===== config.mk =====
export PLATFORM = sky130hd
export DESIGN_NAME = sap_memory_address_register_n_flat
export DESIGN_NICKNAME = d
export VERILOG_FILES = /design/src/rtl/sap_memory_address_register_n_if.sv /design/src/rtl/sap_memory_address_register_n.sv /design/src/flat_wrapper.sv
export SDC_FILE = /design/constraint.sdc
export NUM_CORES = 1
export LEC_CHECK = 0
export ABC_AREA = 0
export ABC_CLOCK_PERIOD_IN_PS = 3000
export CAP_MARGIN = 20
export CORE_MARGIN = 3
export CORE_UTILIZATION = 45
export CTS_CLUSTER_SIZE = 24
export DETAILED_ROUTE_END_ITERATION = 8
export GPL_ROUTABILITY_DRIVEN = 1
export PLACE_DENSITY = 0.81
export SYNTH_ARGS = -nofsm -noshare
export SYNTH_HDL_FRONTEND = slang
export SYNTH_SLANG_ARGS = --single-unit

===== constraint.sdc =====
create_clock -name Clk -period 3 [get_ports Clk]
set_input_delay 0.9 -clock Clk [delete_from_list [all_inputs] [get_ports Clk]]
set_output_delay 0.9 -clock Clk [all_outputs]
set_load 0.01 [all_outputs]

===== src/rtl/sap_memory_address_register_n_if.sv =====
// Bus bundle for the SAP memory address register: address sources, burst
// handshake and the registered address/status outputs.
interface sap_memory_address_register_n_if #(
  parameter int unsigned ADDR_WIDTH = 4
);
  logic                  Prog;
  logic [ADDR_WIDTH-1:0] switch_addr;
  logic [ADDR_WIDTH-1:0] address_in;
  logic                  LMbar;
  logic                  INCbar;
  logic                  burst_start;
  logic [ADDR_WIDTH-1:0] burst_len;
  logic                  ready;
  logic [ADDR_WIDTH-1:0] register;
  logic                  busy;
  logic                  burst_done;
  logic                  overflow;

  modport master (
    output Prog, switch_addr, address_in, LMbar, INCbar,
           burst_start, burst_len, ready,
    input  register, busy, burst_done, overflow
  );

  modport slave (
    input  Prog, switch_addr, address_in, LMbar, INCbar,
           burst_start, burst_len, ready,
    output register, busy, burst_done, overflow
  );
endinterface


===== src/rtl/sap_memory_address_register_n.sv =====
// Parametrised SAP memory address register with load, program-mode tracking,
// single-step increment and a ready-handshaked burst walker.
module sap_memory_address_register_n #(
  parameter int unsigned ADDR_WIDTH = 4,
  parameter int unsigned RESET_ADDR = 0,
  parameter bit          WRAP_EN    = 1'b1
) (
  input logic Clk,
  input logic Clr,
  sap_memory_address_register_n_if.slave bus
);

  typedef enum logic {IDLE, BURST} state_t;

  localparam logic [ADDR_WIDTH-1:0] ALL_ONES = '1;
  localparam logic [ADDR_WIDTH-1:0] ONE      = {{(ADDR_WIDTH-1){1'b0}}, 1'b1};
  localparam logic [ADDR_WIDTH-1:0] RST_VAL  = ADDR_WIDTH'(RESET_ADDR);

  state_t                r_state, w_state_nxt;
  logic [ADDR_WIDTH-1:0] r_addr, w_addr_nxt;
  logic [ADDR_WIDTH-1:0] r_remain, w_remain_nxt;
  logic                  r_done, w_done_nxt;
  logic                  r_ovf, w_ovf_nxt;
  logic [ADDR_WIDTH:0]   w_inc;

  // MSB flags a saturated increment; the low bits are the next address.
  function automatic logic [ADDR_WIDTH:0] inc_addr(input logic [ADDR_WIDTH-1:0] a);
    if (!WRAP_EN && a == ALL_ONES)
      return {1'b1, a};
    else
      return {1'b0, a + ONE};
  endfunction

  assign w_inc = inc_addr(r_addr);

  always_ff @(posedge Clk or posedge Clr) begin
    if (Clr) begin
      r_state  <= IDLE;
      r_addr   <= RST_VAL;
      r_remain <= '0;
      r_done   <= 1'b0;
      r_ovf    <= 1'b0;
    end else begin
      r_state  <= w_state_nxt;
      r_addr   <= w_addr_nxt;
      r_remain <= w_remain_nxt;
      r_done   <= w_done_nxt;
      r_ovf    <= w_ovf_nxt;
    end
  end

  always_comb begin
    w_state_nxt  = r_state;
    w_addr_nxt   = r_addr;
    w_remain_nxt = r_remain;
    w_done_nxt   = 1'b0;
    w_ovf_nxt    = r_ovf;
    if (bus.Prog) begin
      w_addr_nxt  = bus.switch_addr;
      w_state_nxt = IDLE;
    end else if (!bus.LMbar) begin
      w_addr_nxt  = bus.address_in;
      w_state_nxt = IDLE;
    end else if (r_state == BURST) begin
      if (bus.ready) begin
        // A captured length of 0 wraps to all-ones here, giving 2^N accepts.
        w_addr_nxt   = w_inc[ADDR_WIDTH-1:0];
        w_ovf_nxt    = r_ovf | w_inc[ADDR_WIDTH];
        w_remain_nxt = r_remain - ONE;
        if (r_remain == ONE) begin
          w_state_nxt = IDLE;
          w_done_nxt  = 1'b1;
        end
      end
    end else if (bus.burst_start) begin
      w_remain_nxt = bus.burst_len;
      w_state_nxt  = BURST;
    end else if (!bus.INCbar) begin
      w_addr_nxt = w_inc[ADDR_WIDTH-1:0];
      w_ovf_nxt  = r_ovf | w_inc[ADDR_WIDTH];
    end
  end

  assign bus.register   = r_addr;
  assign bus.busy       = (r_state == BURST);
  assign bus.burst_done = r_done;
  assign bus.overflow   = r_ovf;

endmodule


===== src/flat_wrapper.sv =====
// flat-port wrapper written by rule: the top's interface ports become plain ports
module sap_memory_address_register_n_flat 
#(
  parameter int unsigned ADDR_WIDTH = 4,
  parameter int unsigned RESET_ADDR = 0,
  parameter bit          WRAP_EN    = 1'b1
)
  (Clk, Clr, bus_Prog, bus_switch_addr, bus_address_in, bus_LMbar, bus_INCbar, bus_burst_start, bus_burst_len, bus_ready, bus_register, bus_busy, bus_burst_done, bus_overflow);
  sap_memory_address_register_n_if #(.ADDR_WIDTH(ADDR_WIDTH)) bus_i ();
  input logic Clk;
  input logic Clr;
  input wire logic [$bits(bus_i.Prog)-1:0] bus_Prog;
  input wire logic [$bits(bus_i.switch_addr)-1:0] bus_switch_addr;
  input wire logic [$bits(bus_i.address_in)-1:0] bus_address_in;
  input wire logic [$bits(bus_i.LMbar)-1:0] bus_LMbar;
  input wire logic [$bits(bus_i.INCbar)-1:0] bus_INCbar;
  input wire logic [$bits(bus_i.burst_start)-1:0] bus_burst_start;
  input wire logic [$bits(bus_i.burst_len)-1:0] bus_burst_len;
  input wire logic [$bits(bus_i.ready)-1:0] bus_ready;
  output wire logic [$bits(bus_i.register)-1:0] bus_register;
  output wire logic [$bits(bus_i.busy)-1:0] bus_busy;
  output wire logic [$bits(bus_i.burst_done)-1:0] bus_burst_done;
  output wire logic [$bits(bus_i.overflow)-1:0] bus_overflow;
  assign bus_i.Prog = bus_Prog;
  assign bus_i.switch_addr = bus_switch_addr;
  assign bus_i.address_in = bus_address_in;
  assign bus_i.LMbar = bus_LMbar;
  assign bus_i.INCbar = bus_INCbar;
  assign bus_i.burst_start = bus_burst_start;
  assign bus_i.burst_len = bus_burst_len;
  assign bus_i.ready = bus_ready;
  assign bus_register = bus_i.register;
  assign bus_busy = bus_i.busy;
  assign bus_burst_done = bus_i.burst_done;
  assign bus_overflow = bus_i.overflow;
  sap_memory_address_register_n #(.ADDR_WIDTH(ADDR_WIDTH), .RESET_ADDR(RESET_ADDR), .WRAP_EN(WRAP_EN)) u_core (.Clk(Clk), .Clr(Clr), .bus(bus_i));
endmodule

Word level (Yosys, flattened, before mapping)
Index checks and enable logic that the tools add are counted.
- flip-flop bits (word level): 10
- bits in latches: 0
- bits in writable memories: 0
- memory bits (read-only): 0
- bits of input ports: 19
- output and inout port bits: 7
- logic and storage cells: 35
- memories: 0
- add/subtract/negate cells: 2
- multipliers: 0
- divide/modulo/power cells: 0
- $lt $le $gt $ge: 0
- equality and inequality tests: 5
- shift operators: 0
- mux-type cells: 20
- bitwise gates (word level): 1
- reduce and logical (&&, ||, !) cells: 3
- operators with widths (cell ; number):
    2-to-1 mux 4 bit ; 9
    2-to-1 mux 1 bit ; 11
    != test 4 x 3 -> 1 bit, second input constant ; 2
    adder 4 x 1 -> 4 bit, second input constant ; 1
    == test 4 x 1 -> 1 bit, second input constant ; 1
    != test 4 bit, second input constant ; 1
    AND reduction 4 bit ; 1
    subtractor 4 x 1 -> 4 bit, second input constant ; 1
    AND reduction 3 bit ; 1
    != test 2 bit, second input constant ; 1
    nonzero test 2 bit ; 1
    NOT 1 bit ; 1

Logic depth before layout (Yosys ltp)
Gate-level depths: netlist (run 1).
- word-level depth: 6
- depth in mapped cells: 5
- gate-level depth less buffers: 5

Least setup slack after synthesis (run 1)
OpenSTA, ideal clock, no wires.
- path type: in2reg
- from: in bus_INCbar
- to: reg u_core.r_addr[1], in the netlist u_core.bus.register[1]
- library setup time: 0.127 ns
- arrival: 1.690 ns
- data required time: 2.873 ns
- slack: 1.182 ns
- stages on the path: 3
- buffers on the path: 0
- cell sequence: or3_4 nand3_2 mux2_1
- longest elaborated chain between the ends: 2
- RTL lines (element ; line ; source):
    from (decl) ; flat_wrapper.sv:16 ; input wire logic [$bits(bus_i.INCbar)-1:0] bus_INCbar;
    != test 4 x 3 -> 1 bit (no source line) ; -- ;
    AND reduction 3 bit (no source line) ; -- ;
    to (signal assigned) ; sap_memory_address_register_n.sv:45 ; r_addr <= w_addr_nxt;
    to (decl) ; sap_memory_address_register_n.sv:20 ; logic [ADDR_WIDTH-1:0] r_addr, w_addr_nxt;
No other way between the ends.
A chain may end at the register's enable or synchronous reset.

Worst setup path after layout (run 1)
- from: reg u_core.r_state, in the netlist u_core.bus.busy
- to: out bus_busy
- RTL lines (element ; line ; source):
    from (decl) ; sap_memory_address_register_n.sv:19 ; state_t r_state, w_state_nxt;
    from (signal assigned) ; sap_memory_address_register_n.sv:44 ; r_state <= w_state_nxt;
    to (decl) ; flat_wrapper.sv:21 ; output wire logic [$bits(bus_i.busy)-1:0] bus_busy;
No word-level cell between the ends.

==> parameters.txt, run 1 <==
Parameter                              Value

Power and ir drop
  Leakage power summed over all cells ... just over 0.4 nW
  VDD IR-drop max ... 0.000282 V
  Power per unit of standard cell area ... between 400 and 500 nW/um^2

Placed design
  Hpwl dp ... ~1300 microns
  Port buffer count ... 24
  Worst slack after detailed placement ... 0.418 ns
  Placer Congestion ... approximately 0.84

Synth
  Flops & latches, synth ... 10
  Most common flop cell mapped by yosys ... sky130_fd_sc_hd__dfrtp_1
  Gate count of the mapped netlist ... 76
  Library cell occupying the most area in the post-synthesis netlist ... sky130_fd_sc_hd__dfrtp_1
  Cell area after synthesis ... 718 sq um
  Commonest cells in the netlist ... sky130_fd_sc_hd__dfrtp_1, sky130_fd_sc_hd__inv_1, sky130_fd_sc_hd__nand2_1
  Share of synthesized registers carrying an async set or reset ... 100%
  Number of enable-type register cells in the synthesized netlist ... 0
  Most common cell in the synthesized netlist ... sky130_fd_sc_hd__dfrtp_1
  Top-area cell type share of the netlist area ... a little over a third
  Net count of the mapped netlist ... between 90 and 100
  Count of distinct cell types in the synthesized netlist ... 40
  Mean area per synthesized cell ... approximately 9.4 sq um
  YS warnings ... 0
  Proportion of synthesized chip area in sequential cells ... 34.8%
  Most area-consuming cells after synthesis ... sky130_fd_sc_hd__dfrtp_1, sky130_fd_sc_hd__ha_1, sky130_fd_sc_hd__nand4_1

Timing
  Count of endpoints failing hold in the final timing report ... 0
  Fin worst setup slack ... between 0.5 and 0.6 ns
  Max-slew violation total from the final report ... 0
  Final sum of negative setup slack ... 0 ns
  Number of setup violations in the final report ... 0
  Final period utilization ... between 80 and 90%
  Post-layout min period ... approximately 2.4 ns
  Highest Clock Rate ... 416 MHz
  Clock Skew ... 0.00139 ns
  RSZ-0062 raised after global routing ... false

Setup path
  Worst-path cell chain ... clkdlybuf4s50_1
  Kind of critical path ... register to output pin
  CP top delay family ... buffers and inverters
  Maximum fanout along the worst path ... 15
  Max incr delay on CP ... roughly 0.63 ns
  Slowest cell on crit path ... sky130_fd_sc_hd__clkdlybuf4s50_1
  Category of the worst setup path capture point ... output pin
  Critical path data required time ... roughly 2.1 ns
  Arrival @ worst endpoint ... 1.50 ns
  Buf/Inv on CP ... 1
  Kind of launch point of the worst setup path ... register

Floorplan
  Floorplan die area ... about 2100 sq um
  Top-level port count ... 26
  Die extent in x ... 46.0 microns
  Die Height ... ~46 microns
  Total number of placement rows ... 13
  Core footprint ... about 1400 sq um
  Initial cell density of the core ... between 50% and 60%

Run status
  Status ... finished, final reports clean

Route
  Violation count after the first detailed-route iteration ... 9
  Detail-routed net length per standard cell ... 14.9 microns
  Number of nets with antenna violations after routing ... 0
  Mean number of vias per cell ... between 5 and 6
  Number of vias after detailed routing ... roughly 650
  Router iterations before antenna repair ... 4
  Total routed wirelength ... ~1700 microns
  Drt drc ... 0

Final layout
  Relative area change from synthesis to final layout ... 36.8%
  Combined area of the multi-input logic cells ... ~420 sq um
  Fillcell total ... between 100 and 150
  Count of antenna diodes in the layout ... 0
  Area used by sequential logic in the layout ... 250 sq um
  Total Nets Final ... around 120
  Share of post-route cells with drive strength above 1 ... under 10%

CTS
  Clock Tree Buf Depth ... 2
  CTS root buffer ... sky130_fd_sc_hd__clkbuf_4
  Clock network latency to the later pin of the worst-skew pair ... approximately 0.27 ns
  Total clock buffers created by CTS ... 3
  H-Tree Level Count ... 1
  Hold-fix buffers at CTS ... 0
  CTS sink cnt ... 10
  Clock transition at the register clock pins on the worst setup and hold paths after CTS ... roughly 0.060 ns
  Clock tree from TritonCTS ... built
  Number of gates resized after cts ... 0
  # Post-CTS Setup Buffers ... 0

Global routing
  Via count of the first global-routing pass ... 593
  Antenna violations before repair ... 0
  Remaining Overflow, GRT ... 0
  Pin count of the biggest net entering global routing ... 16
  GRT Total Usage ... around 19%
  Global-route wire length before repair ... 2710 microns

Flow run
  Number of max-cap violations ... 0

Worst hold path
  Hold WC Path Type ... register to register
==> flip-flops by register name (all words and copies together) (netlist names) <==
register / count
u_core.bus.busy: 1
u_core.bus.register: 4
u_core.bus.burst_done: 1
u_core.r_remain: 4
==> report_power, final <==
group | internal [W] | switching, W | total (W)
Sequential | 0.000158 | 0.0000313 | 0.000189
Combinational | 0.0000799 | 0.0000572 | 0.000137
Clock | 0.0000738 | 0.0000491 | 0.000123
Total | 0.000312 | 0.000138 | 0.000449
==> logic make-up (layout without fill, tap and decap cells) <==
logic type / count (synthesis) / in the layout / synth area share [%]
AOI/OAI and AO/OA: 20 / 20 / 22.0
xor gates and xnor gates: 1 / 1 / 1.22
adders and majority gates: 3 / 3 / 5.23
buffers and inverters: 10 / 33 / 6.97
DFF: 10 / 10 / 34.8
muxes: 4 / 4 / 5.92
other: 1 / 1 / 0.522
and+or+nand+nor: 27 / 27 / 23.3
==> per-layer routing <==
metal / wire length (microns) / vias to the layer above / global-route usage (%)
met5: 0 / - / 0
met4: 35 / 0 / 11.4
met3: 146 / 4 / 5.53
met2: 701 / 26 / 26.4
met1: 811 / 294 / 24.2
li1: - / 329 / -
==> cells in the final DEF, fill, tap and decap left out, types with 3 or more instances in the layout <==
cell and count:
sky130_fd_sc_hd__inv_1 5, sky130_fd_sc_hd__a211oi_1 3, sky130_fd_sc_hd__clkbuf_4 3, sky130_fd_sc_hd__ha_1 3, sky130_fd_sc_hd__nand4_1 4, sky130_fd_sc_hd__nand2_1 5, sky130_fd_sc_hd__clkdlybuf4s50_1 24, sky130_fd_sc_hd__dfrtp_1 10
==> area by class of cell <==
| class | count | area share [%] |
|---|---|---|
| inverter | 5 | 1.91 |
| multi-input combinational | 56 | 42.5 |
| timing repair buffer | 24 | 24.5 |
| tap | 15 | 1.91 |
| clock buffer | 4 | 3.69 |
| sequential | 10 | 25.5 |
==> through the flow <==
| step | power, W | util, % | cells | instance area (sq um) | hold WS, ns |
|---|---|---|---|---|---|
| 6_report | 0.000449 | 70.2 | 114 | 982 | 0.575 |
| 5_1_grt | 0.000477 | 70.2 | 114 | 982 | 0.601 |
| 4_1_cts | 0.000454 | 70.2 | 114 | 982 | 0.571 |
| 3_5_place_dp | 0.000328 | 67.6 | 110 | 946 | 0.555 |
| 3_3_place_gp | 0.000325 | 67.6 | 110 | 946 | 0.545 |
| 2_1_floorplan | 0.000268 | - | 76 | 718 | 0.561 |
==> path summary, 6_finish.rpt <==
| path | slack, ns | end | from | cells after the start |
|---|---|---|---|---|
| max | 0.60 | bus_busy | u_core.bus.busy | 1 |
| min | 0.57 | u_core.bus.register[1] | u_core.bus.register[1] | 1 |
| max reg2reg | 1.43 | u_core.bus.register[1] | u_core.bus.busy | 3 |
| min reg2reg | 0.57 | u_core.bus.register[1] | u_core.bus.register[1] | 1 |
| max in group asynchronous | 1.82 | u_core.r_remain[2] | Clr | 2 |
| min in group asynchronous | 0.91 | u_core.r_remain[1] | Clr | 2 |
(Power assumes the default switching activity.)
==> run 2: changes to the inputs <==
- ABC_CLOCK_PERIOD_IN_PS: 3000 -> 2400
- CORE_UTILIZATION: 45 -> 43
- PLACE_DENSITY: 0.81 -> 0.77
- clock period: 3 -> 2.4 ns (I/O delays scaled with it)
==> parameters.txt, run 2 (same netlist as run 1, synthesis figures left out) <==
Parameter                              Value

Run status
  Status ... finished, final reports clean

CTS
  Clock network latency to the later pin of the worst-skew pair ... 0.27 ns (about the same)
  CTS sink cnt ... 10 (unchanged)
  Hold-fix buffers at CTS ... 0 (unchanged)
  Number of gates resized after cts ... 0 (unchanged)
  Total clock buffers created by CTS ... 3 (unchanged)
  CTS root buffer ... sky130_fd_sc_hd__clkbuf_4
  Clock tree from TritonCTS ... built
  Clock transition at the register clock pins on the worst setup and hold paths after CTS ... 0.07 ns (about the same)
  Clock Tree Buf Depth ... 2 (unchanged)
  H-Tree Level Count ... 1 (unchanged)
  # Post-CTS Setup Buffers ... 0 (unchanged)

Global routing
  Via count of the first global-routing pass ... 600 (+1.2%)
  Global-route wire length before repair ... 2630 microns (-3.1%)
  Antenna violations before repair ... 0 (unchanged)
  Remaining Overflow, GRT ... 0 (unchanged)
  Pin count of the biggest net entering global routing ... 15 (-1)
  GRT Total Usage ... 17.1% (-1.4 points)

Floorplan
  Die extent in x ... 46.9 microns (+2.0%)
  Core footprint ... 1540 sq um (+10%)
  Top-level port count ... 26 (unchanged)
  Die Height ... 46.9 microns (+2.0%)
  Total number of placement rows ... 14 (+1)
  Floorplan die area ... 2200 sq um (+4.0%)
  Initial cell density of the core ... 46.6% (-4.8 points)

Placed design
  Hpwl dp ... 1360 microns (+6.9%)
  Placed instance count ... 114 (+3.6%)
  Placer Congestion ... 0.876 (+4.3%)
  Port buffer count ... 24 (unchanged)
  Worst slack after detailed placement ... 0.215 ns (-0.203 ns)

Worst hold path
  End of the worst hold path ... u_core.bus.register[1]
  Worst Hold Path Cells ... 1 (unchanged)
  Worst Min Path Start ... u_core.bus.register[1]
  Hold WC Path Type ... register to register

Flow run
  Number of max-cap violations ... 0 (unchanged)

Timing
  Max-slew violation total from the final report ... 0 (unchanged)
  RSZ-0062 raised after global routing ... false
  Post-layout min period ... around 2 ns
  Highest Clock Rate ... 502 MHz
  Count of endpoints failing hold in the final timing report ... 0 (unchanged)
  Final sum of negative setup slack ... 0 ns (unchanged)
  Worst slack on hold paths ... 0.580 ns (+0.00465 ns)
  Clock Skew ... 0.00368 ns (+0.00229 ns)
  Fin worst setup slack ... 0.407 ns (-0.191 ns)
  Number of setup violations in the final report ... 0 (unchanged)
  Final period utilization ... around 83%

Final layout
  Post-layout instance count excluding filler cells ... 118 (+3.5%)
  Count of antenna diodes in the layout ... 0 (unchanged)
  Leading cell type in the layout, fill and taps excluded ... sky130_fd_sc_hd__clkdlybuf4s50_1
  Relative area change from synthesis to final layout ... 40.1%
  Total Nets Final ... 125 (+2.5%)
  Share of post-route cells with drive strength above 1 ... 10.8% (+2.7 points)
  Most used cells in the layout excluding fill and tap cells ... sky130_fd_sc_hd__clkdlybuf4s50_1, sky130_fd_sc_hd__dfrtp_1, sky130_fd_sc_hd__nand2_1, sky130_fd_sc_hd__inv_1, sky130_fd_sc_hd__nand4_1

Setup path
  Reg2reg start ... u_core.bus.busy
  Buf/Inv on CP ... 1 (unchanged)
  Category of the worst setup path capture point ... output pin
  Reg-to-reg critical path endpoint ... u_core.bus.register[1]
  Maximum fanout along the worst path ... 5 (-10)
  Slowest cell on crit path ... sky130_fd_sc_hd__clkdlybuf4s50_1
  Logic depth of the worst register-to-register path ... 4 (+1)
  Kind of launch point of the worst setup path ... register
  Arrival @ worst endpoint ... 1.27 ns (-0.23 ns)
  Max incr delay on CP ... 0.57 ns (-0.06 ns)
  Internal reg-to-reg setup slack ... 0.84 ns (-0.59 ns)
  Kind of critical path ... register to output pin
  Worst-path cell chain ... clkdlybuf4s50_1
  Critical path data required time ... 1.68 ns (-0.42 ns)
  CP top delay family ... buffers and inverters

Route
  Drt drc ... 0 (unchanged)
  Violation count after the first detailed-route iteration ... 18 (+9)
  Number of vias after detailed routing ... 694 (+6.3%)
  Router iterations before antenna repair ... 4 (unchanged)
  Number of nets with antenna violations after routing ... 0 (unchanged)
  Mean number of vias per cell ... 5.88 (+2.7%)
  Detail-routed net length per standard cell ... 14.5 microns (-2.5%)
  Total routed wirelength ... 1710 microns (+0.94%)

Power and ir drop
  Leakage power summed over all cells ... 0.425 nW (+3.7%)
  Power per unit of standard cell area ... 561 nW/um^2 (+23%)
  Overall Power ... 0.000564 W (+26%)
  VDD IR-drop max ... 0.000384 V (+36%)
## run 2: changes by cell type in the layout (fill, tap and decap cells not counted), sizes merged
cell,change
buf,+3
## run 2: layout make-up
class	count	area [sq um]
flip-flops and latches	10	250
clock buffers	4	36.3
multi-input cells	56	418
well taps	16	20.0
repair buffers	27	263
inverters	5	18.8
fillers	142	536
## run 2: worst max-delay path by stage
stage,startpoint,endpoint,cells past startpoint
2_1_floorplan,bus_INCbar,u_core.bus.register[1],3
3_3_place_gp,bus_LMbar,u_core.r_remain[3],5
3_5_place_dp,bus_LMbar,u_core.r_remain[2],5
4_1_cts,u_core.bus.register[0],bus_register[0],1
5_1_grt,u_core.bus.register[0],bus_register[0],1
6_report,u_core.bus.register[0],bus_register[0],1
## run 2: routing by layer
layer	vias to the layer above	track usage [%]	routed length (microns)
li1	337	-	-
met1	325	22.0	758
met2	28	26.6	798
met3	4	4.60	131
met4	0	8.29	23
met5	-	0	0
## run 2: through the flow
stage / cell area [sq um] / utilization, %
final: 1010 / 65.3
after global routing: 1010 / 65.3
after CTS: 1010 / 65.3
after detailed placement: 970 / 62.9
after global placement: 970 / 62.9
after floorplan: 718 / -
## run 2: power by group
group          total [W]  switching [W]  internal, W
sequential      0.000234      0.0000370     0.000197
combinational   0.000177      0.0000743     0.000103
clock           0.000152      0.0000603    0.0000921
total           0.000564       0.000172     0.000393
==> run 3: changes to the inputs <==
- ABC_CLOCK_PERIOD_IN_PS: 2400 -> 2000
- clock period: 2.4 -> 2 ns (I/O delays scaled with it)
==> parameters.txt, run 3 (same netlist as run 1, synthesis figures left out) <==
Parameter                              Value

Timing
  Highest Clock Rate ... roughly 540 MHz
  Fin worst setup slack ... 0.152 ns (-0.255 ns)
  Number of setup violations in the final report ... 0 (unchanged)
  Final period utilization ... 92.4%
  RSZ-0062 raised after global routing ... false
  Count of endpoints failing hold in the final timing report ... 0 (unchanged)
  Final sum of negative setup slack ... 0 ns (unchanged)
  Post-layout min period ... 1.85 ns
  Max-slew violation total from the final report ... 0 (unchanged)
  Clock Skew ... 0.00591 ns (+0.00224 ns)

Run status
  Status ... finished, final reports clean

CTS
  Clock network latency to the later pin of the worst-skew pair ... 0.27 ns (about the same)
  Total clock buffers created by CTS ... 3 (unchanged)
  CTS sink cnt ... 10 (unchanged)
  Clock transition at the register clock pins on the worst setup and hold paths after CTS ... 0.07 ns (about the same)
  CTS root buffer ... sky130_fd_sc_hd__clkbuf_4
  Clock tree from TritonCTS ... built
  # Post-CTS Setup Buffers ... 0 (unchanged)
  Clock Tree Buf Depth ... 2 (unchanged)
  H-Tree Level Count ... 1 (unchanged)
  Number of gates resized after cts ... 0 (unchanged)
  Hold-fix buffers at CTS ... 0 (unchanged)

Route
  Mean number of vias per cell ... 5.64 (-4.0%)
  Number of vias after detailed routing ... 683 (-1.6%)
  Violation count after the first detailed-route iteration ... 14 (-4)
  Drt drc ... 0 (unchanged)
  Number of nets with antenna violations after routing ... 0 (unchanged)
  Router iterations before antenna repair ... 4 (unchanged)
  Total routed wirelength ... 1730 microns (+0.82%)
  Detail-routed net length per standard cell ... 14.3 microns (-1.7%)

Floorplan
  Die extent in x ... 46.9 microns (unchanged)
  Top-level port count ... 26 (unchanged)
  Die Height ... 46.9 microns (unchanged)
  Floorplan die area ... 2200 sq um (unchanged)
  Total number of placement rows ... 14 (unchanged)
  Initial cell density of the core ... 46.6% (unchanged)
  Core footprint ... 1540 sq um (unchanged)

Global routing
  GRT Total Usage ... 17.4% (+0.29 points)
  Antenna violations before repair ... 0 (unchanged)
  Pin count of the biggest net entering global routing ... 15 (unchanged)
  Remaining Overflow, GRT ... 0 (unchanged)
  Via count of the first global-routing pass ... 623 (+3.8%)
  Global-route wire length before repair ... 2680 microns (+1.9%)

Final layout
  Count of antenna diodes in the layout ... 0 (unchanged)
  Leading cell type in the layout, fill and taps excluded ... sky130_fd_sc_hd__clkdlybuf4s50_1
  Post-layout utilization of the core ... 66.7% (+1.5 points)
  Share of post-route cells with drive strength above 1 ... 13.3% (+2.5 points)
  Total Nets Final ... 128 (+2.4%)
  Most used cells in the layout excluding fill and tap cells ... sky130_fd_sc_hd__clkdlybuf4s50_1, sky130_fd_sc_hd__dfrtp_1, sky130_fd_sc_hd__buf_4, sky130_fd_sc_hd__nand2_1, sky130_fd_sc_hd__inv_1
  Relative area change from synthesis to final layout ... 43.2%
  Fillcell total ... 142 (unchanged)

Setup path
  Critical path data required time ... 1.40 ns (-0.28 ns)
  Kind of launch point of the worst setup path ... register
  Reg2reg start ... u_core.bus.busy
  Kind of critical path ... register to output pin
  CP top delay family ... buffers and inverters
  Buf/Inv on CP ... 1 (unchanged)
  Worst-path cell chain ... clkdlybuf4s50_1
  Slowest cell on crit path ... sky130_fd_sc_hd__clkdlybuf4s50_1
  Max incr delay on CP ... 0.56 ns (about the same)
  Internal reg-to-reg setup slack ... 0.47 ns (-0.37 ns)
  Logic depth of the worst register-to-register path ... 4 (unchanged)
  Arrival @ worst endpoint ... 1.25 ns (-0.02 ns)
  CP startpoint ... u_core.bus.register[0]
  Reg-to-reg critical path endpoint ... u_core.bus.register[1]
  Category of the worst setup path capture point ... output pin
  Maximum fanout along the worst path ... 5 (unchanged)

Power and ir drop
  Leakage power summed over all cells ... 0.439 nW (+3.3%)
  Relative contribution of combinational cells to total power ... 32.2% (+0.8 points)
  VDD IR-drop max ... 0.000549 V (+43%)
  Sequential group share of total power ... 40.8% (-0.8 points)
  Share of total power consumed by net switching ... 30.2% (-0.25 points)
  Net load switching power ... 0.000205 W (+20%)
  Share of power burned in the clock network ... 27.0% (about the same)
  Power per unit of standard cell area ... 661 nW/um^2 (+18%)
  Power Internal ... 0.000475 W (+21%)

Placed design
  Hpwl dp ... 1380 microns (+1.3%)
  Worst slack after detailed placement ... 0.0243 ns (-0.190 ns)
  Placer Congestion ... 0.828 (-5.5%)
  Port buffer count ... 24 (unchanged)

Worst hold path
  Worst Hold Path Cells ... 1 (unchanged)
  Hold WC Path Type ... register to register
  End of the worst hold path ... u_core.bus.register[3]
  Worst Min Path Start ... u_core.bus.register[3]

Flow run
  Number of max-cap violations ... 0 (unchanged)
[run 3: cell count changes in the layout (fill, tap and decap cells not counted), sizes merged]
cell	change
buf	+3
[run 3: final cells by class]
cell class / instances / area (sq um) / area share, %
flip-flops and latches: 10 / 250 / 24.3
clock buffers: 4 / 36.3 / 3.53
repair buffers: 30 / 285 / 27.7
well taps: 16 / 20.0 / 1.95
inverters: 5 / 18.8 / 1.82
multi-input cells: 56 / 418 / 40.6
[run 3: through the flow]
stage	hold WS, ns	instance area, sq um	power [W]	instances
detailed placement	0.551	992	0.000499	117
CTS	0.566	1030	0.000684	121
finish	0.568	1030	0.000680	121
global route	0.588	1030	0.000721	121
global placement	0.548	992	0.000492	117
floorplan	0.440	718	0.000402	76
[run 3: per-layer routing]
| metal | share of wire [%] | GRT usage, % | vias up |
|---|---|---|---|
| li1 | - | - | 342 |
| met1 | 42 | 22.4 | 309 |
| met2 | 47 | 27.1 | 28 |
| met3 | 9.2 | 4.21 | 4 |
| met4 | 1.4 | 8.84 | 0 |
| met5 | 0 | 0 | - |
[run 3: how the worst max path moves through the flow]
stage	end	cells past startpoint
after global routing	bus_register[0]	1
after floorplan	u_core.bus.register[1]	3
after CTS	bus_register[0]	1
after global placement	u_core.bus.register[1]	4
after detailed placement	u_core.bus.register[1]	5
final	bus_register[0]	1
[run 3: power by group through the flow]
stage                     logic, W  registers (W)  clock network (W)
after floorplan           0.000123       0.000278                  0
after global placement    0.000212       0.000280                  0
after detailed placement  0.000219       0.000280                  0
after CTS                 0.000221       0.000277           0.000187
after global routing      0.000242       0.000283           0.000196
final                     0.000219       0.000278           0.000184
